$ cat src/rtl/gpu_op_executor.sv
// Consumer end of the GPU op FIFO: rasterises rectangle fills and upscaled 1-bpp sprite blits
// into the back framebuffer at one pixel per enabled cycle.
module gpu_op_executor #(
    parameter int unsigned HOR_ACTIVE_PIXELS = 640,
    parameter int unsigned VER_ACTIVE_PIXELS = 480,
    parameter int unsigned ASSET_ADDR_WIDTH  = 12,
    parameter int unsigned FB_ADDR_WIDTH     = $clog2(HOR_ACTIVE_PIXELS * VER_ACTIVE_PIXELS)
) (
    input  logic                          clk,
    input  logic                          rst,
    input  logic                          ce_i,
    // {x, y, width, height, color, mem_en, mem_addr, scale}, MSB first
    input  logic [47+ASSET_ADDR_WIDTH:0]  op_i,
    output logic                          op_rd_en_o,
    input  logic                          op_empty_i,
    output logic [ASSET_ADDR_WIDTH-1:0]   asset_addr_o,
    input  logic                          asset_data_i,
    output logic                          fb_wr_en_o,
    output logic [FB_ADDR_WIDTH-1:0]      fb_addr_o,
    output logic                          fb_data_o,
    output logic                          busy_o
);

    typedef struct packed {
        logic [10:0]                 x;
        logic [10:0]                 y;
        logic [10:0]                 width;
        logic [10:0]                 height;
        logic                        color;
        logic                        mem_en;
        logic [ASSET_ADDR_WIDTH-1:0] mem_addr;
        logic [1:0]                  scale;
    } gpu_op_t;

    localparam logic [1:0] StIdle  = 2'd0;
    localparam logic [1:0] StLatch = 2'd1;
    localparam logic [1:0] StDraw  = 2'd2;
    localparam logic [1:0] StFlush = 2'd3;

    localparam logic [11:0] HorLimit = 12'(HOR_ACTIVE_PIXELS);
    localparam logic [11:0] VerLimit = 12'(VER_ACTIVE_PIXELS);

    gpu_op_t op_in;
    assign op_in = gpu_op_t'(op_i);

    logic [1:0]                  state_q, state_d;
    logic                        busy_q, busy_d;
    gpu_op_t                     op_q, op_d;
    logic [10:0]                 col_q, col_d;
    logic [10:0]                 row_q, row_d;
    logic [11:0]                 xc_q, xc_d;
    logic [11:0]                 yr_q, yr_d;
    logic [FB_ADDR_WIDTH-1:0]    fb_row_q, fb_row_d;
    logic [ASSET_ADDR_WIDTH-1:0] arow_q, arow_d;
    logic                        pix_we_q, pix_we_d;
    logic                        pix_blit_q, pix_blit_d;
    logic                        pix_color_q, pix_color_d;
    logic [FB_ADDR_WIDTH-1:0]    fb_addr_q, fb_addr_d;

    logic        pop;
    logic        last_col;
    logic        last_row;
    logic        in_bounds;
    logic [10:0] row_inc;
    logic [10:0] scale_mask;
    logic [10:0] sprite_w;

    // Pop is combinational so the FIFO data lands exactly in the LATCH cycle.
    assign pop = ce_i && !rst && !op_empty_i && ((state_q == StIdle) || (state_q == StFlush));

    assign last_col   = (col_q == op_q.width - 11'd1);
    assign last_row   = (row_q == op_q.height - 11'd1);
    assign in_bounds  = (xc_q < HorLimit) && (yr_q < VerLimit);
    assign row_inc    = row_q + 11'd1;
    assign scale_mask = (11'd1 << op_q.scale) - 11'd1;
    assign sprite_w   = op_q.width >> op_q.scale;

    always_comb begin
        state_d     = state_q;
        busy_d      = busy_q;
        op_d        = op_q;
        col_d       = col_q;
        row_d       = row_q;
        xc_d        = xc_q;
        yr_d        = yr_q;
        fb_row_d    = fb_row_q;
        arow_d      = arow_q;
        pix_we_d    = 1'b0;
        pix_blit_d  = pix_blit_q;
        pix_color_d = pix_color_q;
        fb_addr_d   = fb_addr_q;

        case (state_q)
            StIdle: begin
                if (pop) begin
                    state_d = StLatch;
                    busy_d  = 1'b1;
                end
            end
            StLatch: begin
                op_d     = op_in;
                col_d    = '0;
                row_d    = '0;
                xc_d     = {1'b0, op_in.x};
                yr_d     = {1'b0, op_in.y};
                fb_row_d = FB_ADDR_WIDTH'(op_in.y * HOR_ACTIVE_PIXELS);
                arow_d   = '0;
                if ((op_in.width == 11'd0) || (op_in.height == 11'd0)) begin
                    state_d = StIdle;
                    busy_d  = 1'b0;
                end else begin
                    state_d = StDraw;
                end
            end
            StDraw: begin
                pix_we_d    = in_bounds;
                pix_blit_d  = op_q.mem_en;
                pix_color_d = op_q.color;
                fb_addr_d   = fb_row_q + FB_ADDR_WIDTH'(xc_q);
                if (last_col) begin
                    col_d = '0;
                    xc_d  = {1'b0, op_q.x};
                    if (last_row) begin
                        state_d = StFlush;
                    end else begin
                        row_d    = row_inc;
                        yr_d     = yr_q + 12'd1;
                        fb_row_d = fb_row_q + FB_ADDR_WIDTH'(HOR_ACTIVE_PIXELS);
                        // Step to the next sprite row once every 2**scale screen rows.
                        if ((row_inc & scale_mask) == 11'd0) begin
                            arow_d = arow_q + ASSET_ADDR_WIDTH'(sprite_w);
                        end
                    end
                end else begin
                    col_d = col_q + 11'd1;
                    xc_d  = xc_q + 12'd1;
                end
            end
            StFlush: begin
                if (pop) begin
                    state_d = StLatch;
                end else begin
                    state_d = StIdle;
                    busy_d  = 1'b0;
                end
            end
            default: begin
                state_d = StIdle;
                busy_d  = 1'b0;
            end
        endcase
    end

    always_ff @(posedge clk or posedge rst) begin
        if (rst) begin
            state_q     <= StIdle;
            busy_q      <= 1'b0;
            op_q        <= '0;
            col_q       <= '0;
            row_q       <= '0;
            xc_q        <= '0;
            yr_q        <= '0;
            fb_row_q    <= '0;
            arow_q      <= '0;
            pix_we_q    <= 1'b0;
            pix_blit_q  <= 1'b0;
            pix_color_q <= 1'b0;
            fb_addr_q   <= '0;
        end else if (ce_i) begin
            state_q     <= state_d;
            busy_q      <= busy_d;
            op_q        <= op_d;
            col_q       <= col_d;
            row_q       <= row_d;
            xc_q        <= xc_d;
            yr_q        <= yr_d;
            fb_row_q    <= fb_row_d;
            arow_q      <= arow_d;
            pix_we_q    <= pix_we_d;
            pix_blit_q  <= pix_blit_d;
            pix_color_q <= pix_color_d;
            fb_addr_q   <= fb_addr_d;
        end
    end

    // Asset address is driven from the issue-cycle counters; the ROM answers one cycle later,
    // which is when the registered pixel for that address is presented.
    assign asset_addr_o = op_q.mem_addr + arow_q + ASSET_ADDR_WIDTH'(col_q >> op_q.scale);
    assign op_rd_en_o   = pop;
    assign fb_wr_en_o   = pix_we_q;
    assign fb_addr_o    = fb_addr_q;
    assign fb_data_o    = pix_we_q & (pix_blit_q ? asset_data_i : pix_color_q);
    assign busy_o       = busy_q;

endmodule

$ cat config.mk
export PLATFORM = sky130hd
export DESIGN_NAME = gpu_op_executor
export DESIGN_NICKNAME = d
export VERILOG_FILES = /design/src/rtl/gpu_op_executor.sv
export SDC_FILE = /design/constraint.sdc
export NUM_CORES = 1
export LEC_CHECK = 0
export ABC_AREA = 1
export CAP_MARGIN = 30
export CORE_MARGIN = 10
export CORE_UTILIZATION = 40
export DETAILED_ROUTE_END_ITERATION = 6
export PLACE_DENSITY = 0.64
export SKIP_CTS_REPAIR_TIMING = 1
export SYNTH_ARGS = -nofsm -noshare
export SYNTH_HDL_FRONTEND = slang
export SYNTH_SLANG_ARGS = --single-unit
$ cat constraint.sdc
create_clock -name clk -period 9.9 [get_ports clk]
set_clock_uncertainty 0.05 [all_clocks]
set_input_delay 2.97 -clock clk [delete_from_list [all_inputs] [get_ports clk]]
set_output_delay 2.97 -clock clk [all_outputs]
set_load 0.05 [all_outputs]
==> flow_summary.toml, run 1 <==
[status]
status = "complete, no violations"

[critical_path]
required_ps = 6880
reg2reg_to = "arow_q[2]"
cp-end-kind = "output pin"
worstPathArrival_ps = 5020
rrSetupSlack_ps = 6340
worst-setup-path-type = "reg2out"
start_kind = "register"
path_max_fanout = 20
r2r_start = "state_q[0]"
ff2ff_path_depth = 9

[cts]
worstSkewPairLatency_ps = 430
cts_buffers = 17
clk_pin_slew_worst_paths_ps = 70
cts_root_buffer = "clkbuf_16"
cts_tree = "built"
clock_path_buffers = 2
cts-htree-levels = 4
cts.sinks = 144

[logic_synthesis]
netlist_instances = 1461
yosysUniqueCellTypes = 46
synth_area_leaders = "dfrtp_1 34%, nand2_1 14%, ha_1 6.6%"
synth_nets = 1596
postSynth.asyncResetShare = 1.00
yosysTopAreaCellShare = 0.341
synth_edf_count = 0
synth_top_flop_cell = "dfrtp_1"
yosysSeqAreaShare = 0.341
synth_area_per_cell_um2 = 7.22
synth_top_area_cell = "dfrtp_1"
yosys_warnings = 0
synth-seq-cells = 144
synth_area_um2 = 10600

[global_route]
grt_first_pass_wirelength_mm = 48.6
grt_overflow_total = 0
grt_pass1_vias = 9664
track_usage = 0.176
grt_max_degree = 69
antenna_found_initial = 0

[floorplanning]
initial_core_util = 0.406
dieHeight_um = 182
dieArea_um2 = 33300
row_count = 59
core_um2 = 26000
die_width_um = 182
ioPinCount = 100

[routing]
drc = 0
ant_nets = 0
drtIter0Drc = 577
wl_per_cell_um = 15.6
routed_wl_mm = 29.4
first_pass_iters = 5
num_vias = 9795
vias_per_cell = 5.20

[sta]
slew_headroom = 0.398
finalSetupViolations = 0
hold_viol = 0
final_max_slew_viol_count = 0
tightest_slew_ps = 903
fin_setup_tns_ps = 0
fin_crit_ps = 8040
period_share = 0.812
max_freq_ghz = 0.124
worst_slack_ps = 1860
rsz0062_at_grt = "no"

[final_layout]
drive_gt1_frac = 0.0826
layout.nets = 1671
antenna_cells = 0
syn_to_final_growth_pct = 17.6
final_common_cell = "nand2_1"
final_util = 0.478
most-common-layout-cells = "391 x nand2_1, 146 x inv_1, 144 x dfrtp_1"

[worst_hold_path]
min_path_type = "reg2reg"
whs_endpoint = "fb_addr_o[17]"
holdPathStages = 2
min_from = "fb_addr_o[17]"

[power]
swShare = 0.518
powerDensity_nw_per_um2 = 367
power.internal_mw = 2.19
leakagePower_nw = 5.92
p_sw_mw = 2.36
power_frac_clock = 0.149
seqPwrFrac = 0.238
vdd_ir_drop_max_mv = 0.629
pwr-share-comb = 0.613

[place]
gp_congestion = 0.941
place_ws_ps = 1950
dp_hpwl_mm = 21.7
port_buffers = 99

[job]
cap_violations = 0
per-stage QoR:
step	hold slack [ps]	cells	power [mW]	cell area, µm²
4_1_cts	434	1883	4.58	12400
3_3_place_gp	400	1851	3.83	11800
5_1_grt	463	1884	4.93	12400
2_1_floorplan	386	1461	3.12	10600
6_report	431	1884	4.56	12400
3_5_place_dp	409	1851	3.88	11800
cell usage after synthesis (2+ instances only):
cell      number
inv_1        147
buf_1          3
o211ai_1       3
nand3_1      120
a31o_2         4
xor2_1        34
o22ai_1        5
nand2_2       17
nand2_1      392
clkbuf_1      34
buf_2          7
nand2_4        2
o21ai_2       19
dfrtp_1      144
ha_1          56
nor4_1         6
buf_6          5
nand4_1       29
inv_2          3
nor2_1       141
a21oi_1       92
nor2_2        11
fa_1          14
xnor2_1       17
clkinv_1       3
nor3b_1        3
nor3_1        15
o31ai_1        3
o21ai_0       81
or2_2         10
o21ai_1        2
mux2_2        18
a31oi_1        4
o221ai_1       4
o21a_1         2
metal layers:
metal,vias up,part of all wire,track usage,wire length (µm)
met5,-,0,0,0
li1,4907,-,-,-
met4,0,0.016,0.0462,459
met1,4645,0.46,0.222,13400
met3,31,0.038,0.0307,1130
met2,212,0.49,0.303,14400
sequential cells by signal (all words and copies together), names as in the netlist, 11 cells and up:
| register | count |
|---|---|
| yr_q | 12 |
| row_q | 11 |
| fb_row_q | 12 |
| fb_addr_o | 19 |
| xc_q | 12 |
| arow_q | 12 |
| col_q | 11 |
| op_q | 49 |
critical path: stages (launching register included):
cell and delay (ps):
dfrtp_1 720, clkinv_1 560, nand2_1 330, o221ai_1 180, fa_1 450, ha_1 250, fa_1 440, nand3_1 110
nand2_1 80, a21oi_1 280, o21ai_0 190, xnor2_1 170, clkdlybuf4s50_1 820
power groups by stage:
stage                     Combinational, mW  Clock [mW]  Sequential [mW]
after global placement                 2.75           0             1.08
after global routing                   3.09       0.715             1.12
after detailed placement               2.79           0             1.09
final                                  2.79       0.679             1.08
after floorplan                        1.99           0             1.13
after CTS                              2.81       0.689             1.08
how the worst max path moves through the flow:
stage                  from                to  slack [ps]  cells past startpoint
floorplan               rst        op_rd_en_o        1200                      3
global placement       ce_i        op_rd_en_o        1960                      6
detailed placement     ce_i        op_rd_en_o        1950                      6
CTS                 op_q[1]  asset_addr_o[11]        1900                     12
global route        op_q[1]  asset_addr_o[11]        1490                     12
finish              op_q[1]  asset_addr_o[11]        1860                     12
kinds of logic after synthesis:
| logic type | Yosys count | synth area share |
|---|---|---|
| AO/OA/AOI/OAI | 224 | 0.121 |
| XOR/XNOR | 51 | 0.0423 |
| adder cells (fa/ha/maj) | 70 | 0.0929 |
| buffers and inverters | 203 | 0.0769 |
| flip-flops | 144 | 0.341 |
| multiplexers | 18 | 0.0192 |
| AND/OR/NAND/NOR | 751 | 0.306 |
layout make-up:
cell class / instances / area [µm²]
clock buffers: 20 / 447
clock inverters: 12 / 156
fillers: 2591 / 13600
inverters: 153 / 578
multi-input cells: 1114 / 6140
flip-flops and latches: 144 / 3600
well taps: 335 / 419
repair buffers: 106 / 1060
Note: power is estimated with default switching activity, not from simulation.
==> inputs of run 2 (changes only) <==
Settings changed: PLACE_DENSITY 0.64 to 0.66.
Clock period 9.9 ns to 6.6 ns, I/O delays scaled along.
==> run 2 against run 1 <==
Final area is 0.41% higher. Register-to-register slack worse by 3200 ps. Wire length down 2.4%. Clock power grew 61%. Global-route usage fell by 0.31 points. Die area is the same. Count of clock-buffer cells in the layout is 1 higher. Combinational power grew 51%. Core utilization grew 0.20 points. Critical endpoint is now asset_addr_o[5]. Highest routed layer is now met5.
==> flow_summary.toml, run 2 (synthesis gave the netlist of run 1 again) <==
[critical_path]
critPathTopFamily = "buffers and inverters"
r2r_start = "op_q[27]"
ff2ff_path_depth = 13
reg2reg_to = "row_q[9]"
worst-setup-path-type = "reg2out"
worstPathArrival_ps = 4180
cp-end-kind = "output pin"
start_kind = "register"
cp-startpoint = "op_q[0]"
path_buf_inv = 3
cpMostUsedCell = "fa_1"
rrSetupSlack_ps = 3130
crit_end = "asset_addr_o[5]"
path_max_fanout = 22
slowest_stage = "clkdlybuf4s50_1"
required_ps = 4570
cp.depth = 11
cp_cell_sequence = "buf_4 -> nor2_1 -> inv_1 -> o221ai_1 -> fa_1 -> ha_1 -> fa_1 -> nand3_1 -> nand2_1 -> xor2_1 -> clkdlybuf4s50_1"
cpPeakStageDelay_ps = 830

[final_layout]
final_area_um2 = 12500
most-common-layout-cells = "391 x nand2_1, 146 x inv_1, 144 x dfrtp_1"
antenna_cells = 0
final_common_cell = "nand2_1"
ff_latch_area_um2 = 3600
multiInputGateArea_um2 = 6150
layout.nets = 1672
drive_gt1_frac = 0.0872
fin_cells = 1884
largest_register_ffs = 49
largest_register = "op_q"
nFillCells = 2554
syn_to_final_growth_pct = 18.1

[cts]
cts.sinks = 144
clock_path_buffers = 2
cts_tree = "built"
cts-htree-levels = 4
worstSkewPairLatency_ps = 420
clk_pin_slew_worst_paths_ps = 60
cts_buffers = 17
cts_root_buffer = "clkbuf_16"

[floorplanning]
row_count = 59
dieHeight_um = 182
die_width_um = 182
initial_core_util = 0.406
ioPinCount = 100
dieArea_um2 = 33300
core_um2 = 26000

[routing]
wl_per_cell_um = 15.2
routed_wl_mm = 28.7
num_vias = 9775
vias_per_cell = 5.19
ant_nets = 0
first_pass_iters = 6
drtIter0Drc = 526
drc = 0

[sta]
finalSetupViolations = 0
rsz0062_at_grt = "no"
fin_crit_ps = 6210
max_freq_ghz = 0.161
tightest_slew_ps = 930
period_share = 0.941
final_max_slew_viol_count = 0
hold_viol = 0
whs_ps = 418
slew_headroom = 0.379

[power]
p_total_mw = 6.89
vdd_ir_drop_max_mv = 1.41
leakagePower_nw = 5.96
powerDensity_nw_per_um2 = 553

[global_route]
grt_overflow_total = 0
track_usage = 0.173
grt_max_degree = 145
antenna_found_initial = 1
grt_pass1_vias = 9486
grt_first_pass_wirelength_mm = 48.1

[place]
gp_congestion = 0.907
place_inst = 1853
port_buffers = 99
dpl_cell_area_um2 = 11800
dp_hpwl_mm = 21.4

[job]
cap_violations = 0

[status]
status = "complete, no violations"

[worst_hold_path]
min_path_type = "reg2reg"
run 2: cell count changes in the layout (fill, tap and decap cells not counted), sizes merged:
| cell | previous run | this run |
|---|---|---|
| clkinv | 5 | 7 |
| clkbuf | 20 | 21 |
| bufinv | 3 | 5 |
| clkdlybuf4s50 | 99 | 95 |
| clkinvlp | 5 | 2 |
| buf | 7 | 12 |
| inv | 152 | 149 |
run 2: power by group:
part / switching [mW] / internal (mW) / leakage, nW / total [mW]
clock: 0.385 / 0.708 / 0.325 / 1.09
sequential: 0.368 / 1.23 / 1.77 / 1.60
combinational: 2.75 / 1.44 / 3.87 / 4.20
run 2: worst min path at each step:
stage               startpoint     endpoint  slack [ps]  cells past startpoint
finish                op_q[15]  pix_color_q         420                      2
global route          op_q[15]  pix_color_q         440                      2
CTS                   op_q[15]  pix_color_q         420                      2
detailed placement    op_q[15]  pix_color_q         400                      2
global placement      op_q[14]   pix_blit_q         410                      2
floorplan             op_q[14]   pix_blit_q         390                      2
run 2: tightest hold or removal path: cells and delay by family, from the launching register on:
kind	cells	cell delay, ps
simple gates	2	90
flops	1	340
run 2: layout make-up:
type                            count  share of cell area
Sequential cell                   144               0.289
Clock buffer                       21              0.0386
Clock inverter                     10              0.0146
Multi-Input combinational cell   1114               0.493
Inverter                          153              0.0464
Timing Repair Buffer              107              0.0845
Tap cell                          335              0.0336
run 2: stage by stage:
stage                      util  setup TNS, ps  setup WS (ps)
after global placement    0.454              0            913
after detailed placement  0.454              0            836
after floorplan               -          -60.9          -60.9
after global routing      0.480              0           59.6
after CTS                 0.480              0            375
final                     0.480              0            389
run 2: layer usage:
| layer | up-vias | global-route usage | share of wire |
|---|---|---|---|
| li1 | 4919 | - | - |
| met1 | 4611 | 0.225 | 0.47 |
| met2 | 208 | 0.286 | 0.47 |
| met3 | 35 | 0.0309 | 0.039 |
| met4 | 2 | 0.0511 | 0.019 |
| met5 | - | 0 | 0.00070 |
==> inputs of run 3 (changes only) <==
Settings changed: GPL_TIMING_DRIVEN set to 0, PLACE_DENSITY 0.66 to 0.57.
Clock period 6.6 ns to 6.5 ns, I/O delays scaled along.
==> run 3 against run 2 <==
Combinational power up 4%. Cell count grew 2.6%. Die area did not move. Largest power group unchanged. Final area rose by 1.7%. Highest routed layer is now met4. Sequential share of layout area fell by 0.46 points. Critical path depth increased by 2. Core utilization increased by 0.80 points.
==> flow_summary.toml, run 3 (synthesis gave the netlist of run 1 again) <==
[status]
status = "complete, no violations"

[floorplanning]
dieArea_um2 = 33300
core_um2 = 26000
die_width_um = 182
dieHeight_um = 182
initial_core_util = 0.406
row_count = 59
ioPinCount = 100

[global_route]
antenna_found_initial = 0
track_usage = 0.187
grt_max_degree = 40
grt_first_pass_wirelength_mm = 51.1
grt_pass1_vias = 9731
grt_overflow_total = 0

[sta]
rsz0062_at_grt = "yes"
period_share = 0.960
max_freq_ghz = 0.160
whs_ps = 415
fin_crit_ps = 6240
slew_headroom = 0.327
finalSetupViolations = 0
hold_viol = 0
final_max_slew_viol_count = 0
tightest_slew_ps = 1000

[place]
dpl_cell_area_um2 = 12000
place_inst = 1897
port_buffers = 98
gp_congestion = 0.909
dp_hpwl_mm = 24.0

[cts]
cts_buffers = 17
worstSkewPairLatency_ps = 430
cts.sinks = 144
clk_pin_slew_worst_paths_ps = 60
cts_tree = "built"
cts-htree-levels = 4
cts_root_buffer = "clkbuf_16"
clock_path_buffers = 2

[power]
leakagePower_nw = 6.08
vdd_ir_drop_max_mv = 1.09
powerDensity_nw_per_um2 = 553

[final_layout]
drive_gt1_frac = 0.0926
largest_register = "op_q"
final_area_um2 = 12700
fin_cells = 1933
final_common_cell = "nand2_1"
most-common-layout-cells = "392 x nand2_1, 146 x inv_1, 143 x dfrtp_1"
layout.nets = 1721
nFillCells = 2679
largest_register_ffs = 49
final_util = 0.488
syn_to_final_growth_pct = 20.0
antenna_cells = 0

[critical_path]
cp-end-kind = "output pin"
worstPathArrival_ps = 4240
reg2reg_to = "arow_q[9]"
r2r_start = "op_q[0]"
worst-setup-path-type = "reg2out"
start_kind = "register"
path_max_fanout = 10
required_ps = 4500
rrSetupSlack_ps = 3530
ff2ff_path_depth = 13

[routing]
drtIter0Drc = 782
ant_nets = 0
wl_per_cell_um = 16.2
drc = 0
num_vias = 9932
first_pass_iters = 5
vias_per_cell = 5.14
routed_wl_mm = 31.2

[worst_hold_path]
whs_endpoint = "pix_blit_q"
min_from = "op_q[14]"
holdPathStages = 2
min_path_type = "reg2reg"

[job]
cap_violations = 0
-- run 3: area by class of cell --
class | instances | area (µm²) | share of cell area
multi-input cells | 1114 | 6140 | 0.485
flip-flops and latches | 144 | 3600 | 0.285
plain buffers | 48 | 230 | 0.0182
repair inverters | 1 | 5.00 | 0.000395
repair buffers | 107 | 1090 | 0.0857
inverters | 153 | 582 | 0.0459
clock inverters | 13 | 163 | 0.0128
clock buffers | 18 | 439 | 0.0347
well taps | 335 | 419 | 0.0331
-- run 3: worst max path at each step --
stage,start,end,cells past startpoint,slack [ps]
floorplan,rst,op_rd_en_o,3,-100
global placement,rst,op_rd_en_o,5,-2460
detailed placement,rst,op_rd_en_o,6,-160
CTS,op_q[1],asset_addr_o[10],14,-460
global route,op_q[0],asset_addr_o[10],13,-10
finish,op_q[0],asset_addr_o[10],13,260
-- run 3: through the flow --
stage	setup slack, ps	setup TNS (ps)	power [mW]
3_5_place_dp	-156	-156	6.03
3_3_place_gp	-2460	-3350	5.98
6_report	262	0	7.01
2_1_floorplan	-101	-101	4.75
5_1_grt	-13.1	-13.1	7.61
4_1_cts	-456	-1260	7.09
-- run 3: critical path: stages (launching register included) --
cell	delay, ps
dfrtp_1	570
clkbuf_1	380
o21ai_0	200
o21ai_0	340
fa_1	490
ha_1	410
a21oi_1	120
o21ai_0	180
a21oi_1	90
o21ai_0	290
a21oi_1	140
o21bai_1	160
xor2_1	150
clkbuf_2	290
-- run 3: routing by layer --
layer	vias up	GRT usage	wire (µm)
li1	5023	-	-
met4	0	0.0397	357
met2	181	0.311	14900
met5	-	0	0
met3	21	0.0334	1330
met1	4707	0.247	14700
-- run 3: where the power goes --
group	internal [mW]	switching, mW	leakage [nW]	total [mW]
clock	0.613	0.416	0.288	1.03
sequential	1.25	0.370	1.77	1.62
combinational	1.50	2.87	4.02	4.36
